$ cat src/rtl/ad1939_pkg.sv
// Shared AD1939 definitions: channel tags and FSM state encodings for the ADC
// deserializer and the DAC serializer.
package ad1939_pkg;

    localparam logic [1:0] CH_L1 = 2'd0;
    localparam logic [1:0] CH_R1 = 2'd1;
    localparam logic [1:0] CH_L2 = 2'd2;
    localparam logic [1:0] CH_R2 = 2'd3;

    typedef enum logic [1:0] {HUNT, SHIFT, DONE} capture_state_t;
    typedef enum logic [1:0] {EMPTY, SEND1, SEND2} out_state_t;

    function automatic logic [1:0] make_channel(input logic line, input logic lr);
        return {line, lr};
    endfunction

endpackage

$ cat src/rtl/ad1939_adc_i2s_deserializer_if.sv
// Avalon-ST source bundle carrying one channel-tagged audio sample per beat.
interface ad1939_adc_i2s_deserializer_if #(
    parameter int DATA_WIDTH = 24
);
    logic [DATA_WIDTH-1:0] data;
    logic [1:0]            channel;
    logic                  valid;
    logic                  ready;

    modport master (output data, channel, valid, input ready);
    modport slave  (input data, channel, valid, output ready);
endinterface

$ cat src/rtl/ad1939_input_sync.sv
// Equal-depth synchronizers for the four codec pins plus a registered abclk
// rising-edge strobe, keeping lr/data aligned with the strobe.
module ad1939_input_sync #(
    parameter int SYNC_STAGES = 2
) (
    input  logic clk,
    input  logic reset,
    input  logic abclk,
    input  logic alrclk,
    input  logic asdata1,
    input  logic asdata2,
    output logic bit_event,
    output logic lr_p0,
    output logic sdata1_p0,
    output logic sdata2_p0
);
    // Bit order per stage: {bclk, lr, data1, data2}
    logic [SYNC_STAGES-1:0][3:0] sync_pipe;
    logic                        bclk_prev;

    always_ff @(posedge clk) begin
        if (reset) begin
            sync_pipe <= '0;
            bclk_prev <= 1'b0;
            bit_event <= 1'b0;
            lr_p0     <= 1'b0;
            sdata1_p0 <= 1'b0;
            sdata2_p0 <= 1'b0;
        end else begin
            sync_pipe[0] <= {abclk, alrclk, asdata1, asdata2};
            for (int i = 1; i < SYNC_STAGES; i++) begin
                sync_pipe[i] <= sync_pipe[i-1];
            end
            bclk_prev <= sync_pipe[SYNC_STAGES-1][3];
            bit_event <= sync_pipe[SYNC_STAGES-1][3] & ~bclk_prev;
            lr_p0     <= sync_pipe[SYNC_STAGES-1][2];
            sdata1_p0 <= sync_pipe[SYNC_STAGES-1][1];
            sdata2_p0 <= sync_pipe[SYNC_STAGES-1][0];
        end
    end
endmodule

$ cat src/rtl/ad1939_adc_i2s_deserializer.sv
// AD1939 ADC I2S capture: deserializes both ADC lines and emits channel-tagged
// Avalon-ST beats, with sticky overflow / framing status.
module ad1939_adc_i2s_deserializer
    import ad1939_pkg::*;
#(
    parameter int DATA_WIDTH  = 24,
    parameter int SLOT_BITS   = 32,
    parameter int SYNC_STAGES = 2
) (
    input  logic clk,
    input  logic reset,
    input  logic ad1939_abclk,
    input  logic ad1939_alrclk,
    input  logic ad1939_adc_asdata1,
    input  logic ad1939_adc_asdata2,
    ad1939_adc_i2s_deserializer_if.master source,
    output logic status_overflow,
    output logic status_frame_error,
    input  logic status_clear
);
    localparam int CNT_W = $clog2(SLOT_BITS);
    typedef logic [CNT_W-1:0] cnt_t;

    function automatic cnt_t sat_inc(input cnt_t c);
        return (c == cnt_t'(SLOT_BITS - 1)) ? c : c + 1'b1;
    endfunction

    logic bit_event, lr_p0, sdata1_p0, sdata2_p0;

    ad1939_input_sync #(.SYNC_STAGES(SYNC_STAGES)) u_sync (
        .clk       (clk),
        .reset     (reset),
        .abclk     (ad1939_abclk),
        .alrclk    (ad1939_alrclk),
        .asdata1   (ad1939_adc_asdata1),
        .asdata2   (ad1939_adc_asdata2),
        .bit_event (bit_event),
        .lr_p0     (lr_p0),
        .sdata1_p0 (sdata1_p0),
        .sdata2_p0 (sdata2_p0)
    );

    capture_state_t        cap_state, cap_next;
    out_state_t            out_state, out_next;
    logic [DATA_WIDTH-1:0] sh1, sh2, hold1, hold2;
    cnt_t                  bit_cnt;
    logic                  lr_prev, primed, word_lr, hold_lr;
    logic                  lr_evt, word_done, frame_err_evt, overflow_evt;

    // The first bit event after reset only primes lr_prev, so no false lr edge is seen
    assign lr_evt = bit_event && primed && (lr_p0 != lr_prev);

    always_ff @(posedge clk) begin
        if (reset) cap_state <= HUNT;
        else       cap_state <= cap_next;
    end

    always_comb begin
        cap_next = cap_state;
        case (cap_state)
            HUNT:    if (lr_evt) cap_next = SHIFT;
            SHIFT:   if (lr_evt) cap_next = SHIFT;
                     else if (bit_event && bit_cnt == cnt_t'(DATA_WIDTH - 1)) cap_next = DONE;
            DONE:    if (lr_evt) cap_next = SHIFT;
            default: cap_next = HUNT;
        endcase
    end

    always_comb begin
        word_done     = 1'b0;
        frame_err_evt = 1'b0;
        if (cap_state == SHIFT) begin
            frame_err_evt = lr_evt;
            word_done     = !lr_evt && bit_event && bit_cnt == cnt_t'(DATA_WIDTH - 1);
        end
    end

    always_ff @(posedge clk) begin
        if (reset) begin
            sh1 <= '0; sh2 <= '0; hold1 <= '0; hold2 <= '0;
            bit_cnt <= '0; lr_prev <= 1'b0; primed <= 1'b0;
            word_lr <= 1'b0; hold_lr <= 1'b0;
        end else begin
            if (bit_event) begin
                primed  <= 1'b1;
                lr_prev <= lr_p0;
                if (lr_evt) begin
                    bit_cnt <= '0;
                    sh1     <= '0;
                    sh2     <= '0;
                    word_lr <= lr_p0;
                end else if (cap_state == SHIFT) begin
                    sh1     <= {sh1[DATA_WIDTH-2:0], sdata1_p0};
                    sh2     <= {sh2[DATA_WIDTH-2:0], sdata2_p0};
                    bit_cnt <= bit_cnt + 1'b1;
                end else if (cap_state == DONE) begin
                    bit_cnt <= sat_inc(bit_cnt);
                end
            end
            if (word_done) begin
                hold1   <= {sh1[DATA_WIDTH-2:0], sdata1_p0};
                hold2   <= {sh2[DATA_WIDTH-2:0], sdata2_p0};
                hold_lr <= word_lr;
            end
        end
    end

    // A new word arriving while beats are still queued restarts at SEND1,
    // except when it coincides with the final accept of SEND2.
    assign overflow_evt = word_done &&
                          (out_state == SEND1 || (out_state == SEND2 && !source.ready));

    always_ff @(posedge clk) begin
        if (reset) out_state <= EMPTY;
        else       out_state <= out_next;
    end

    always_comb begin
        out_next = out_state;
        case (out_state)
            EMPTY:   if (word_done) out_next = SEND1;
            SEND1:   if (word_done) out_next = SEND1;
                     else if (source.ready) out_next = SEND2;
            SEND2:   if (word_done) out_next = SEND1;
                     else if (source.ready) out_next = EMPTY;
            default: out_next = EMPTY;
        endcase
    end

    always_comb begin
        source.valid   = 1'b0;
        source.data    = '0;
        source.channel = '0;
        case (out_state)
            SEND1: begin
                source.valid   = 1'b1;
                source.data    = hold1;
                source.channel = make_channel(1'b0, hold_lr);
            end
            SEND2: begin
                source.valid   = 1'b1;
                source.data    = hold2;
                source.channel = make_channel(1'b1, hold_lr);
            end
            default: ;
        endcase
    end

    // Sticky flags: a new event outranks a coincident clear
    always_ff @(posedge clk) begin
        if (reset) begin
            status_overflow    <= 1'b0;
            status_frame_error <= 1'b0;
        end else begin
            if (overflow_evt)      status_overflow <= 1'b1;
            else if (status_clear) status_overflow <= 1'b0;
            if (frame_err_evt)     status_frame_error <= 1'b1;
            else if (status_clear) status_frame_error <= 1'b0;
        end
    end
endmodule

$ cat src/flat_wrapper.sv
// flat-port wrapper written by rule: the top's interface ports become plain ports
module ad1939_adc_i2s_deserializer_flat import ad1939_pkg::*;
#(
    parameter int DATA_WIDTH  = 24,
    parameter int SLOT_BITS   = 32,
    parameter int SYNC_STAGES = 2
)
  (clk, reset, ad1939_abclk, ad1939_alrclk, ad1939_adc_asdata1, ad1939_adc_asdata2, status_overflow, status_frame_error, status_clear, source_data, source_channel, source_valid, source_ready);
  ad1939_adc_i2s_deserializer_if #(.DATA_WIDTH(DATA_WIDTH)) source_i ();
  input  logic clk;
  input  logic reset;
  input  logic ad1939_abclk;
  input  logic ad1939_alrclk;
  input  logic ad1939_adc_asdata1;
  input  logic ad1939_adc_asdata2;
  output logic status_overflow;
  output logic status_frame_error;
  input  logic status_clear;
  output wire logic [$bits(source_i.data)-1:0] source_data;
  output wire logic [$bits(source_i.channel)-1:0] source_channel;
  output wire logic [$bits(source_i.valid)-1:0] source_valid;
  input wire logic [$bits(source_i.ready)-1:0] source_ready;
  assign source_data = source_i.data;
  assign source_channel = source_i.channel;
  assign source_valid = source_i.valid;
  assign source_i.ready = source_ready;
  ad1939_adc_i2s_deserializer #(.DATA_WIDTH(DATA_WIDTH), .SLOT_BITS(SLOT_BITS), .SYNC_STAGES(SYNC_STAGES)) u_core (.clk(clk), .reset(reset), .ad1939_abclk(ad1939_abclk), .ad1939_alrclk(ad1939_alrclk), .ad1939_adc_asdata1(ad1939_adc_asdata1), .ad1939_adc_asdata2(ad1939_adc_asdata2), .source(source_i), .status_overflow(status_overflow), .status_frame_error(status_frame_error), .status_clear(status_clear));
endmodule
$ cat config.mk
export PLATFORM = sky130hd
export DESIGN_NAME = ad1939_adc_i2s_deserializer_flat
export DESIGN_NICKNAME = d
export VERILOG_FILES = /design/src/rtl/ad1939_pkg.sv /design/src/rtl/ad1939_adc_i2s_deserializer_if.sv /design/src/rtl/ad1939_input_sync.sv /design/src/rtl/ad1939_adc_i2s_deserializer.sv /design/src/flat_wrapper.sv
export SDC_FILE = /design/constraint.sdc
export NUM_CORES = 1
export LEC_CHECK = 0
export CORE_MARGIN = 1.5
export CORE_UTILIZATION = 40
export DETAILED_ROUTE_END_ITERATION = 16
export GPL_ROUTABILITY_DRIVEN = 0
export GPL_TIMING_DRIVEN = 1
export HOLD_SLACK_MARGIN = 0.06
export PLACE_DENSITY = 0.69
export SYNTH_ARGS = -nofsm -noshare
export SYNTH_HDL_FRONTEND = slang
export SYNTH_SLANG_ARGS = --single-unit
$ cat constraint.sdc
create_clock -name clk -period 2.3 [get_ports clk]
set_clock_uncertainty 0.05 [all_clocks]
set_input_delay 0.46 -clock clk [delete_from_list [all_inputs] [get_ports clk]]
set_output_delay 0.46 -clock clk [all_outputs]
set_load 0.1 [all_outputs]
==> results.json, run 1 <==
{
  "syn_nets": 608,
  "ios": 37,
  "dpl.cell_count": 765,
  "final_antenna_net_count": 0,
  "layout_commonest_cell": "dfxtp_1",
  "met1_usage_pct": 20.43,
  "drt-total-wl_um": 11600,
  "gr-usage-all-layers_pct": 17.20,
  "tightest_slew_ps": 550.3,
  "core_um2": 13190,
  "p_leak_nw": 2.138,
  "critPathMaxFanout": 13,
  "grt_use_met2_pct": 30.27,
  "final_nets": 632,
  "power.density_nw_per_um2": 672.1,
  "fillers": 1144,
  "synth_edf_count": 0,
  "numPortBuffers": 36,
  "vias_per_cell": 5.014,
  "grt_pass1_vias": 3997,
  "grt_max_degree": 78,
  "finalCriticalPeriod_ps": 2228,
  "grt-busiest-layer": "met2",
  "hp-start": "reset",
  "antenna_found_initial": 0,
  "cts-buffers-inserted": 17,
  "finalSetupTns_ps": 0,
  "firstDrtPassIters": 4,
  "clk_latency_ps": 410,
  "max_cap_violations": 0,
  "syn2layout_area_growth_pct": 30.84,
  "final-setup-viol-count": 0,
  "yosysWarnings": 0,
  "status": "completed",
  "htreeDepth": 4,
  "fin_crit_sh_pct": 96.85,
  "die_w_um": 118.9,
  "timing.rr.start": "u_core.cap_state[1]$_SDFFE_PP0P_",
  "cts.sinks": 122,
  "crit_path_start_kind": "flip-flop",
  "max_freq_ghz": 0.4489,
  "relSlewSlack_pct": 63.31,
  "die_area_um2": 14140,
  "hold_buffers": 0,
  "crit_start": "u_core.out_state[1]$_SDFFE_PP0P_",
  "grt_pass1_wl_um": 19380,
  "synth_seq_cells": 122,
  "ys.flop_type": "dfxtp_1",
  "syn_area_um2": 5375,
  "post-route-drc-count": 0,
  "reg2reg_depth": 6,
  "num_vias": 4021,
  "clockRootBuffer": "clkbuf_16",
  "drtIter0Drc": 320,
  "synthArstFlopShare_pct": 0,
  "n_antenna_cell": 0,
  "clock_path_buffers": 2,
  "drive_above_1_share_pct": 21.88,
  "start_util_pct": 40.75,
  "worst_slack_ps": 72.37,
  "grtUsageMet3_pct": 3.113,
  "critPathKind": "flip-flop to output pin",
  "dp_hpwl_um": 6493,
  "ir_worst_vdd_uv": 474.7,
  "hold_violations": 0,
  "dpl_worst_slack_ps": 275.5,
  "grt.overflow.total": 0,
  "clkTransAtPathRegs_ps": 60,
  "die_y_um": 118.9,
  "yosysSeqAreaShare_pct": 45.44,
  "crit_arrival_ps": 1720,
  "rsz0062_at_grt": "false",
  "hold_path.class": "input pin to flip-flop",
  "total_power_w": 0.004727,
  "final_cells": 802,
  "drv_slew": 0,
  "synth.avg_cell_area_um2": 9.126,
  "critPathCaptureType": "output pin",
  "cp.required_ps": 1790,
  "synth_cell_type_count": 42,
  "final_cell_mix": "dfxtp_1 (120), nand2b_1 (101), nand2_1 (94)",
  "avgRoutedWirePerCell_um": 14.46,
  "utilization_pct": 53.32,
  "synthCells": 589,
  "num_rows": 42,
  "tritoncts": "built",
  "whs_path_depth": 2
}
[per-layer routing]
metal	share of wire (%)	vias to the layer above	routed length, µm
met3	3.0	9	345
met1	45	1935	5235
met4	1.4	0	164
met2	50	62	5852
li1	-	2015	-
met5	0	-	0
[path summary, 6_finish.rpt]
path,endpoint,slack (ps)
setup / recovery,source_data[5],70
hold / removal,u_core.lr_prev$_SDFFE_PP0P_,280
setup reg to reg,u_core.out_state[0]$_SDFFE_PP0P_,310
hold reg to reg,u_core.u_sync.bit_event$_SDFF_PP0_,340
[cells in the mapped netlist, types with 3 or more instances]
library cell  number  area share, %
o21ai_0            4           0.37
or4_1              3           0.42
dfxtp_1          122             45
mux2i_1           50            9.3
buf_12             5            1.9
nand2_1           94            6.6
nand2b_1         101             12
a22oi_1           24            3.4
nand4_1            3           0.35
nor3_1             3           0.28
nor2b_1           38            4.4
nor2_1             3           0.21
buf_1              3           0.21
a21oi_1           54            5.0
ha_1              11            2.6
inv_1              7           0.49
buf_2             12            1.1
clkbuf_1          23            1.6
[critical path, cell delays in order (launching register included)]
cell and delay, ps:
dfxtp_4 380, inv_2 70, ha_4 290, buf_6 190, nor2b_4 190, buf_12 180
[logic make-up after synthesis]
group	synth area share, %
simple gates	25.61
flops	45.44
compound gates	10.85
buf+inv	5.726
mux	9.520
fa+ha+maj	2.560
xor+xnor	0.3027
[layout make-up]
type,count,area (µm²),share of cell area (%)
tap,176,220.2,3.131
multi-input combinational,414,2929,41.65
clock inverter,11,95.09,1.352
timing repair buffer,51,839.6,11.94
inverter,7,28.78,0.4092
sequential,122,2450,34.83
clock buffer,21,470.5,6.689
[what timing repair did]
item                       in CTS  in global routing
gates resized for setup        31                  2
pin swaps                      12                  1
gates cloned                    2                  0
setup buffers                   3                  0
setup endpoints to repair      25                 10
[power by group]
part	internal, W	switching, W	total (W)
sequential	0.00212	0.00000515	0.00213
clock	0.00156	0.000940	0.00250
combinational	0.0000477	0.0000472	0.0000949
[sequential cells by signal, summed over array words and instances (netlist names)]
register	flops
u_core.bit_cnt	5
u_core.cap_state	2
u_core.hold1	24
u_core.hold2	24
u_core.hold_lr	1
u_core.lr_prev	1
u_core.out_state	2
u_core.primed	1
u_core.sh1	23
u_core.sh2	23
u_core.status_frame_error	1
u_core.status_overflow	1
u_core.u_sync.bclk_prev	1
u_core.u_sync.bit_event	1
u_core.u_sync.lr_p0	1
u_core.u_sync.sdata1_p0	1
u_core.u_sync.sdata2_p0	1
u_core.u_sync.sync_pipe	8
u_core.word_lr	1
[stage by stage]
step	instance area, µm²	hold WS, ps
after global placement	6238	322.8
final	7033	275.4
after detailed placement	6238	329.8
after global routing	7033	280.4
after CTS	7043	264.7
after floorplan	5548	317.4
No activity file was read; power rests on OpenSTA's default activity.
==> run 2, diff against run 1 <==
--- a/config.mk
+++ b/config.mk
@@ -5,6 +5,7 @@
 export SDC_FILE = /design/constraint.sdc
 export NUM_CORES = 1
 export LEC_CHECK = 0
+export CAP_MARGIN = 20
 export CORE_MARGIN = 1.5
 export CORE_UTILIZATION = 40
 export DETAILED_ROUTE_END_ITERATION = 16
==> results of run 2 <==
No change in the layout: final DEF, timing and power equal those of run 1.
==> run 3, diff against run 2 <==
--- a/config.mk
+++ b/config.mk
@@ -5,7 +5,6 @@
 export SDC_FILE = /design/constraint.sdc
 export NUM_CORES = 1
 export LEC_CHECK = 0
-export CAP_MARGIN = 20
 export CORE_MARGIN = 1.5
 export CORE_UTILIZATION = 40
 export DETAILED_ROUTE_END_ITERATION = 16
==> constraint.sdc (replaced) <==
create_clock -name clk -period 2.8 [get_ports clk]
set_clock_uncertainty 0.05 [all_clocks]
set_input_delay 0.56 -clock clk [delete_from_list [all_inputs] [get_ports clk]]
set_output_delay 0.56 -clock clk [all_outputs]
set_load 0.01 [all_outputs]
==> run 3 against run 2 <==
Net effect:
- flip-flop and latch count unchanged
- combinational power is 20% lower
- sequential share of layout area up 3.0 points
- die area is the same
- first-iteration DRC count down 27%
- largest cell class unchanged
- critical endpoint unchanged
==> results.json, run 3 (synthesis gave the netlist of run 1 again) <==
{
  "fin_crit_sh_pct": 96.41,
  "hold_violations": 0,
  "finalCriticalPeriod_ps": 2700,
  "firstDrtPassIters": 5,
  "gr-usage-all-layers_pct": 15.80,
  "tightest_slew_ps": 664.9,
  "clk_latency_ps": 400,
  "cts.sinks": 122,
  "num_vias": 3930,
  "grt_pass1_wl_um": 18150,
  "grt.overflow.total": 0,
  "critPathMaxFanout": 15,
  "die_area_um2": 14140,
  "start_util_pct": 40.75,
  "num_rows": 42,
  "p_leak_nw": 2.080,
  "final_antenna_net_count": 0,
  "hold_path.class": "flip-flop to flip-flop",
  "cts-buffers-inserted": 17,
  "holdPathEnd": "u_core.u_sync.bit_event$_SDFF_PP0_",
  "ir_worst_vdd_uv": 382.8,
  "crit_arrival_ps": 2090,
  "hold_buffers": 0,
  "tritoncts": "built",
  "r2r_end": "u_core.hold2[6]$_SDFFE_PP0P_",
  "timing.rr.start": "u_core.cap_state[1]$_SDFFE_PP0P_",
  "max_cap_violations": 0,
  "vias_per_cell": 4.919,
  "clockRootBuffer": "clkbuf_16",
  "critPathCaptureType": "output pin",
  "power.density_nw_per_um2": 621.5,
  "drtIter0Drc": 235,
  "final_nets": 630,
  "syn2layout_area_growth_pct": 20.18,
  "n_antenna_cell": 0,
  "status": "completed",
  "post-route-drc-count": 0,
  "drive_above_1_share_pct": 9.631,
  "whs_path_depth": 1,
  "final-setup-viol-count": 0,
  "ios": 37,
  "finalSetupTns_ps": 0,
  "clock_path_buffers": 2,
  "die_y_um": 118.9,
  "crit_path_start_kind": "flip-flop",
  "die_w_um": 118.9,
  "avgRoutedWirePerCell_um": 13.24,
  "antenna_found_initial": 0,
  "r2r_slack_ps": 650,
  "grt_pass1_vias": 3901,
  "layout_commonest_cell": "dfxtp_1",
  "numPortBuffers": 36,
  "rsz0062_at_grt": "true",
  "cp.required_ps": 2190,
  "hp-start": "u_core.u_sync.bclk_prev$_SDFF_PP0_",
  "grt_max_degree": 121,
  "top_regs": "u_core.hold1 x24, u_core.hold2 x24",
  "final_cell_mix": "dfxtp_1 (121), nand2b_1 (101), nand2_1 (94)",
  "utilization_pct": 48.98,
  "drv_slew": 0,
  "dp_hpwl_um": 6512,
  "relSlewSlack_pct": 55.67,
  "clkTransAtPathRegs_ps": 50,
  "max_freq_ghz": 0.3704,
  "htreeDepth": 4,
  "critPathKind": "flip-flop to output pin",
  "drt-total-wl_um": 10580,
  "reg2reg_depth": 6,
  "core_um2": 13190
}
run 3: cell types whose count changed in the layout (fill, tap and decap cells not counted), moves of 5 or more:
cell / previous run / this run
nor2b_1: 14 / 38
nor2b_2: 5 / 0
clkdlybuf4s50_1: 6 / 31
buf_12: 32 / 2
a22oi_1: 4 / 22
a22oi_2: 20 / 2
nor2b_4: 19 / 0
run 3: report_power, final:
group	switching, W	internal, W	total, W
Sequential	0.00000473	0.00175	0.00175
Combinational	0.0000366	0.0000397	0.0000763
Clock	0.000755	0.00143	0.00219
Total	0.000796	0.00322	0.00401
run 3: worst max path at each step:
stage,startpoint,to
finish,u_core.out_state[0]$_SDFFE_PP0P_,source_data[5]
global route,u_core.out_state[0]$_SDFFE_PP0P_,source_data[7]
CTS,u_core.out_state[1]$_SDFFE_PP0P_,source_data[8]
detailed placement,u_core.out_state[0]$_SDFFE_PP0P_,source_data[8]
global placement,u_core.out_state[1]$_SDFFE_PP0P_,source_data[15]
floorplan,u_core.out_state[0]$_SDFFE_PP0P_,source_data[10]
run 3: area by class of cell:
| class | instances | area (µm²) |
|---|---|---|
| inverter | 7 | 26.28 |
| sequential | 122 | 2444 |
| clock inverter | 12 | 148.9 |
| tap | 176 | 220.2 |
| multi-input combinational | 414 | 2661 |
| clock buffer | 19 | 452.9 |
| fill | 1226 | 6730 |
| timing repair buffer | 49 | 506.7 |
run 3: worst max-delay path, cell delays in order (launching register included):
cell             delay [ps]
dfxtp_1                 390
inv_2                    90
ha_1                    240
buf_6                   170
a22oi_1                 240
nor2b_1                  70
clkdlybuf4s50_1         480
run 3: repair_timing:
action	CTS	global route
setup buffers	0	1
resized for setup	4	12
setup endpoints to repair	25	24
gates cloned	0	0
pin swaps	0	1
endpoints found under the hold margin	0	0
run 3: routing by layer:
metal | part of all wire (%) | vias up | global-route usage [%] | routed length [µm]
li1 | - | 2001 | - | -
met1 | 46 | 1862 | 19.57 | 4835
met2 | 50 | 65 | 26.38 | 5304
met3 | 3.9 | 2 | 4.789 | 409
met4 | 0.26 | 0 | 4.970 | 28
met5 | 0 | - | 0 | 0
run 3: through the flow:
step           hold WS (ps)  power (W)  cells  cell area (µm²)  setup slack, ps
2_1_floorplan         317.4   0.001842    589             5375            743.6
3_3_place_gp          321.0   0.001862    767             5796            323.4
3_5_place_dp          330.5   0.001863    767             5796            192.8
4_1_cts               337.7   0.004057    798             6414           -7.190
5_1_grt               359.1   0.004156    799             6460           -5.459
6_report              334.5   0.004015    799             6460            100.4
